$ cat config.mk
export PLATFORM = sky130hd
export DESIGN_NAME = btn_debounce_n
export DESIGN_NICKNAME = d
export VERILOG_FILES = /design/src/rtl/btn_debounce_n.sv
export SDC_FILE = /design/constraint.sdc
export NUM_CORES = 1
export LEC_CHECK = 0
export BUFFER_PORTS_ARGS = -buffer_cell sky130_fd_sc_hd__buf_2
export CAP_MARGIN = 10
export CORE_ASPECT_RATIO = 0.9
export CORE_MARGIN = 2
export CORE_UTILIZATION = 55
export DETAILED_ROUTE_END_ITERATION = 10
export GPL_TIMING_DRIVEN = 0
export PLACE_DENSITY = 0.73
export SLEW_MARGIN = 10
export SYNTH_ARGS = -nofsm -noshare
export SYNTH_HDL_FRONTEND = slang
export SYNTH_SLANG_ARGS = --single-unit
$ cat constraint.sdc
create_clock -name clk -period 5.9 [get_ports clk]
set_input_delay 1.18 -clock clk [delete_from_list [all_inputs] [get_ports clk]]
set_output_delay 1.18 -clock clk [all_outputs]
set_load 0.1 [all_outputs]
$ cat src/rtl/btn_debounce_n.sv
`default_nettype none
// ============================================================================
// Module   : btn_debounce_n
// Purpose  : Per-channel push-button front end. Each channel has a two-flop
//            synchroniser, a counter debouncer, press/release pulses,
//            optional auto-repeat and a sticky write-one-to-clear pending bit.
// Revision : 1.0  initial release
// ============================================================================
module btn_debounce_n #(
  parameter int N_BTN          = 4,
  parameter int DEBOUNCE_TICKS = 1000000,
  parameter int REPEAT_DELAY   = 0,
  parameter int REPEAT_TICKS   = 0,
  parameter int ACTIVE_LOW     = 0
) (
  input  logic             clk,
  input  logic             reset,
  input  logic [N_BTN-1:0] btn_raw,
  input  logic [N_BTN-1:0] clr,
  output logic [N_BTN-1:0] btn_level,
  output logic [N_BTN-1:0] btn_press,
  output logic [N_BTN-1:0] btn_release,
  output logic [N_BTN-1:0] btn_pending,
  output logic             any_pending
);

  // Counter widths hold the largest terminal value without wrapping.
  localparam int DCNT_W = (DEBOUNCE_TICKS > 1) ? $clog2(DEBOUNCE_TICKS + 1) : 1;
  localparam int RCNT_W = ((REPEAT_DELAY + REPEAT_TICKS) > 1) ?
                          $clog2(REPEAT_DELAY + REPEAT_TICKS + 1) : 1;
  localparam logic [DCNT_W-1:0] C_DCNT_LAST = DCNT_W'(DEBOUNCE_TICKS - 1);

  logic [N_BTN-1:0] sync1_q, sync1_d;
  logic [N_BTN-1:0] sync2_q, sync2_d;

  // Polarity normalisation ahead of the two-flop synchroniser.
  always_comb begin
    sync1_d = (ACTIVE_LOW != 0) ? ~btn_raw : btn_raw;
    sync2_d = sync1_q;
  end

  // Synchroniser registers.
  always_ff @(posedge clk or posedge reset) begin
    if (reset) begin
      sync1_q <= '0;
      sync2_q <= '0;
    end else begin
      sync1_q <= sync1_d;
      sync2_q <= sync2_d;
    end
  end

  for (genvar i = 0; i < N_BTN; i++) begin : g_chan
    logic              level_q, level_d;
    logic [DCNT_W-1:0] dcnt_q, dcnt_d;
    logic              press_q, press_d;
    logic              release_q, release_d;
    logic              pending_q, pending_d;
    logic              rpt_hit;

    // Debounce, pulse generation and pending bookkeeping. Pending follows the
    // visible press pulse, so a clear in the same cycle as a pulse loses.
    always_comb begin
      level_d   = level_q;
      dcnt_d    = dcnt_q;
      press_d   = 1'b0;
      release_d = 1'b0;
      if (sync2_q[i] == level_q) begin
        dcnt_d = '0;
      end else if (dcnt_q == C_DCNT_LAST) begin
        level_d   = sync2_q[i];
        dcnt_d    = '0;
        press_d   = sync2_q[i];
        release_d = ~sync2_q[i];
      end else begin
        dcnt_d = dcnt_q + DCNT_W'(1);
      end
      // An accepted release suppresses a repeat that would land on the same edge.
      if (rpt_hit && !release_d) begin
        press_d = 1'b1;
      end
      pending_d = press_q | (pending_q & ~clr[i]);
    end

    // Per-channel state registers.
    always_ff @(posedge clk or posedge reset) begin
      if (reset) begin
        level_q   <= 1'b0;
        dcnt_q    <= '0;
        press_q   <= 1'b0;
        release_q <= 1'b0;
        pending_q <= 1'b0;
      end else begin
        level_q   <= level_d;
        dcnt_q    <= dcnt_d;
        press_q   <= press_d;
        release_q <= release_d;
        pending_q <= pending_d;
      end
    end

    if (REPEAT_DELAY > 0) begin : g_rpt
      localparam logic [RCNT_W-1:0] C_RPT_FIRST = RCNT_W'(REPEAT_DELAY - 1);
      localparam logic [RCNT_W-1:0] C_RPT_LAST  = RCNT_W'(REPEAT_DELAY + REPEAT_TICKS - 1);
      localparam logic [RCNT_W-1:0] C_RPT_WRAP  = RCNT_W'(REPEAT_DELAY);

      logic [RCNT_W-1:0] rcnt_q, rcnt_d;

      // rcnt is zero on the edge after the accepted press; it reaches
      // C_RPT_FIRST one cycle before the first repeat, then cycles between
      // C_RPT_WRAP and C_RPT_LAST for the periodic repeats.
      assign rpt_hit = level_q & ((rcnt_q == C_RPT_FIRST) | (rcnt_q == C_RPT_LAST));

      // Repeat counter: held at zero while released, otherwise advancing.
      always_comb begin
        rcnt_d = rcnt_q;
        if (!level_q) begin
          rcnt_d = '0;
        end else if (rcnt_q == C_RPT_LAST) begin
          rcnt_d = C_RPT_WRAP;
        end else begin
          rcnt_d = rcnt_q + RCNT_W'(1);
        end
      end

      // Repeat counter register.
      always_ff @(posedge clk or posedge reset) begin
        if (reset) begin
          rcnt_q <= '0;
        end else begin
          rcnt_q <= rcnt_d;
        end
      end
    end else begin : g_no_rpt
      assign rpt_hit = 1'b0;
    end

    assign btn_level[i]   = level_q;
    assign btn_press[i]   = press_q;
    assign btn_release[i] = release_q;
    assign btn_pending[i] = pending_q;
  end

  assign any_pending = |btn_pending;

endmodule
`default_nettype wire

==> run_results.csv <==
group,metric,value,unit
outcome,status,"finished clean",
final_layout,area_delta_synth_final,10.2,%
logic_synthesis,synth_area_per_cell,10.2,um2
clock_tree,cts_resized,0,
logic_synthesis,yosys-top-cells-area,"dfrtp_1 51%, xnor2_1 6.6%, nor2_1 4.5%",
worst_setup_path,worstPathMaxFanout,3,
power,seqPwrFrac,0.593,
logic_synthesis,synth.top_cell.area_share,0.515,
sta,tns,0,ps
final_layout,drive_gt1_frac,0.147,
clock_tree,cts.path.max_buffers,2,
sta,setup_violations,0,
flow_run,maxCapViolations,0,
power,finalPower,1.23,mW
clock_tree,htreeDepth,3,
logic_synthesis,seq_area_frac_synth,0.515,
detailed_routing,wire_per_inst,14.0,um
clock_tree,clkLatencyLatePin,370,ps
placed_design,placed_area,5370,um2
floorplanning,io_pins,27,
floorplanning,core,9040,um2
clock_tree,cts_sinks,104,
worst_setup_path,arrival,1630,ps
logic_synthesis,ys_types,44,
min_path,hp-class,"reg2reg",
final_layout,fillerInstances,717,
floorplanning,die_w,105,um
sta,hold_ws,349,ps
power,leakagePower,2.36,nW
sta,worst_pin_slew,633,ps
clock_tree,cts_tree,"yes",
power,p_per_area,221,nW/um2
clock_tree,path_clk_slew,90,ps
global_routing,grt_max_degree,55,
logic_synthesis,synth_seq_cells,104,
final_layout,finalInstanceArea,5570,um2
logic_synthesis,synth_area,5050,um2
global_routing,antenna_found_initial,1,
power,switching_share,0.218,
power,power.switching,0.269,mW
worst_setup_path,crit_buf_inv,1,
worst_setup_path,worst_ep_required_time,4720,ps
worst_setup_path,cpMaxStageDelayCell,"or4_1",
floorplanning,start_util,0.559,
logic_synthesis,synth_flop_cell,"dfrtp_1",
final_layout,mostFrequentLayoutCells,"104 x dfrtp_1, 60 x nor2_1, 38 x xnor2_1, 31 x buf_2, 28 x nand2_1",
power,internal-power,0.963,mW
clock_tree,cts_made_buffers,9,
worst_setup_path,crit_path_max_incr_delay,520,ps
floorplanning,dieArea,9970,um2
logic_synthesis,synth_fp_nets,508,
sta,max_freq,356,MHz
final_layout,n_antenna_cell,0,
global_routing,gr-total-overflow,0,
clock_tree,hold_buffers,0,
global_routing,track_usage,0.200,
global_routing,grt_pass1_vias,3442,
placed_design,gp_congestion,0.808,
detailed_routing,drc,0,
worst_setup_path,cp_top_family,"simple AND/OR/NAND/NOR gates",
worst_setup_path,start_kind,"flip-flop",
detailed_routing,drt_wl_total,9240,um
detailed_routing,vias_per_cell,5.65,
clock_tree,cts_root_buf,"clkbuf_8",
final_layout,final_nets,546,
floorplanning,rows,33,
detailed_routing,firstDrtPassIters,4,
logic_synthesis,synth_warnings,0,
detailed_routing,drtIter0Drc,131,
sta,report.final.slew_viol_count,0,
power,power_frac_clock,0.371,
sta,min_period,2810,ps
placed_design,io_buffers,26,
worst_setup_path,path_class,"reg2out",
floorplanning,die_y,94.9,um
logic_synthesis,synth_edf_count,0,
sta,post-route-period-util,0.476,
worst_setup_path,crit_chain,"or4_1 -> buf_2",
power,vdd_drop_max,0.167,mV
detailed_routing,drtAntennaViolNets,0,
logic_synthesis,synth_area_leader_cell,"dfrtp_1",
placed_design,dp_hpwl,6280,um
global_routing,grt_pass1_wl,16000,um
sta,hold_viol,0,
sta,relSlewSlack,0.578,
logic_synthesis,async_flop_share,1.00,
sta,finalClockSkew,10.3,ps
sta,rsz0062_at_grt,"no",
logic_synthesis,syn_inst,494,
detailed_routing,dr_total_vias,3719,
final_layout,final_common_cell,"dfrtp_1",
worst_setup_path,endpoint_kind,"primary output",
clock_tree,post_cts_buffers,0,
final_layout,fin_util,0.616,
power,pwr-share-comb,0.036,
flip-flops by register name, indices dropped and copies added, names as in the netlist:
name              flops
g_chan.pending_q      4
g_chan.press_q        4
sync2_q               4
sync1_q               4
g_chan.level_q        4
g_chan.dcnt_q        80
g_chan.release_q      4
per-layer routing:
layer / global-route usage / part of all wire / up-vias
met4: 0.0811 / 0.020 / 2
li1: - / - / 1813
met1: 0.270 / 0.48 / 1810
met2: 0.310 / 0.46 / 72
met3: 0.0538 / 0.044 / 22
met5: 0 / 0.0014 / -
power by group through the flow:
stage                     Sequential [mW]  Combinational [mW]  Clock (mW)
after CTS                           0.731              0.0465       0.472
after global placement              0.745              0.0427           0
after global routing                0.733              0.0520       0.495
after floorplan                     0.743              0.0312           0
final                               0.731              0.0447       0.457
after detailed placement            0.745              0.0463           0
worst reg2reg max path: cells and delay by family (launching register included):
kind | cells | cell delay, ps
and+or+nand+nor | 3 | 740
buffers and inverters | 2 | 480
AOI/OAI and AO/OA | 1 | 420
DFF | 1 | 370
synth_stat cells, types with 2 or more instances:
cell type and number:
a21o_1 5, a21oi_1 21, and2_1 3, and3_1 9
and4_1 5, buf_2 5, buf_4 16, clkbuf_1 7
dfrtp_1 104, ha_1 4, inv_1 18, mux2_1 3
nand2_1 28, nand3_1 27, nand3b_1 3, nand4_1 16
nand4b_1 3, nand4bb_1 2, nor2_1 60, nor3_1 15
nor3b_1 9, nor4_1 15, nor4b_1 4, o21ai_0 11
o31ai_1 7, o31ai_4 3, or2_2 2, or3_1 12
or4_1 9, or4b_4 2, xnor2_1 38, xor2_1 16
area by class of cell:
| type | count | area [um2] | area share |
|---|---|---|---|
| buffer | 28 | 171 | 0.0308 |
| clock buffer | 12 | 165 | 0.0296 |
| clock inverter | 3 | 40.0 | 0.00719 |
| inverter | 18 | 70.1 | 0.0126 |
| multi-input combinational | 344 | 2210 | 0.397 |
| sequential | 104 | 2600 | 0.467 |
| tap | 122 | 153 | 0.0274 |
| timing repair buffer | 27 | 158 | 0.0283 |
worst paths after layout:
path	from	endpoint	slack (ps)	depth (start not counted)
min in group asynchronous	reset	g_chan[2].press_q	900	2
setup / recovery	g_chan[0].pending_q	any_pending	3090	2
max in group asynchronous	reset	g_chan[0].dcnt_q[15]	4330	3
setup reg to reg	g_chan[2].dcnt_q[11]	g_chan[2].dcnt_q[8]	3800	6
hold / removal	sync1_q[0]	sync2_q[0]	350	0
hold reg to reg	sync1_q[0]	sync2_q[0]	350	0
cell families after synthesis:
group                      share of synthesized area
AOI/OAI and AO/OA                             0.0745
xor gates and xnor gates                      0.0936
adders and majority gates                    0.00990
buffers and inverters                         0.0473
DFF                                            0.515
muxes                                        0.00891
and+or+nand+nor                                0.251
per-stage QoR:
stage          instances  setup slack (ps)
2_1_floorplan        494              1990
3_3_place_gp         642               839
3_5_place_dp         643              3470
4_1_cts              658              3060
5_1_grt              658              3020
6_report             658              3090
(Power assumes the default switching activity.)
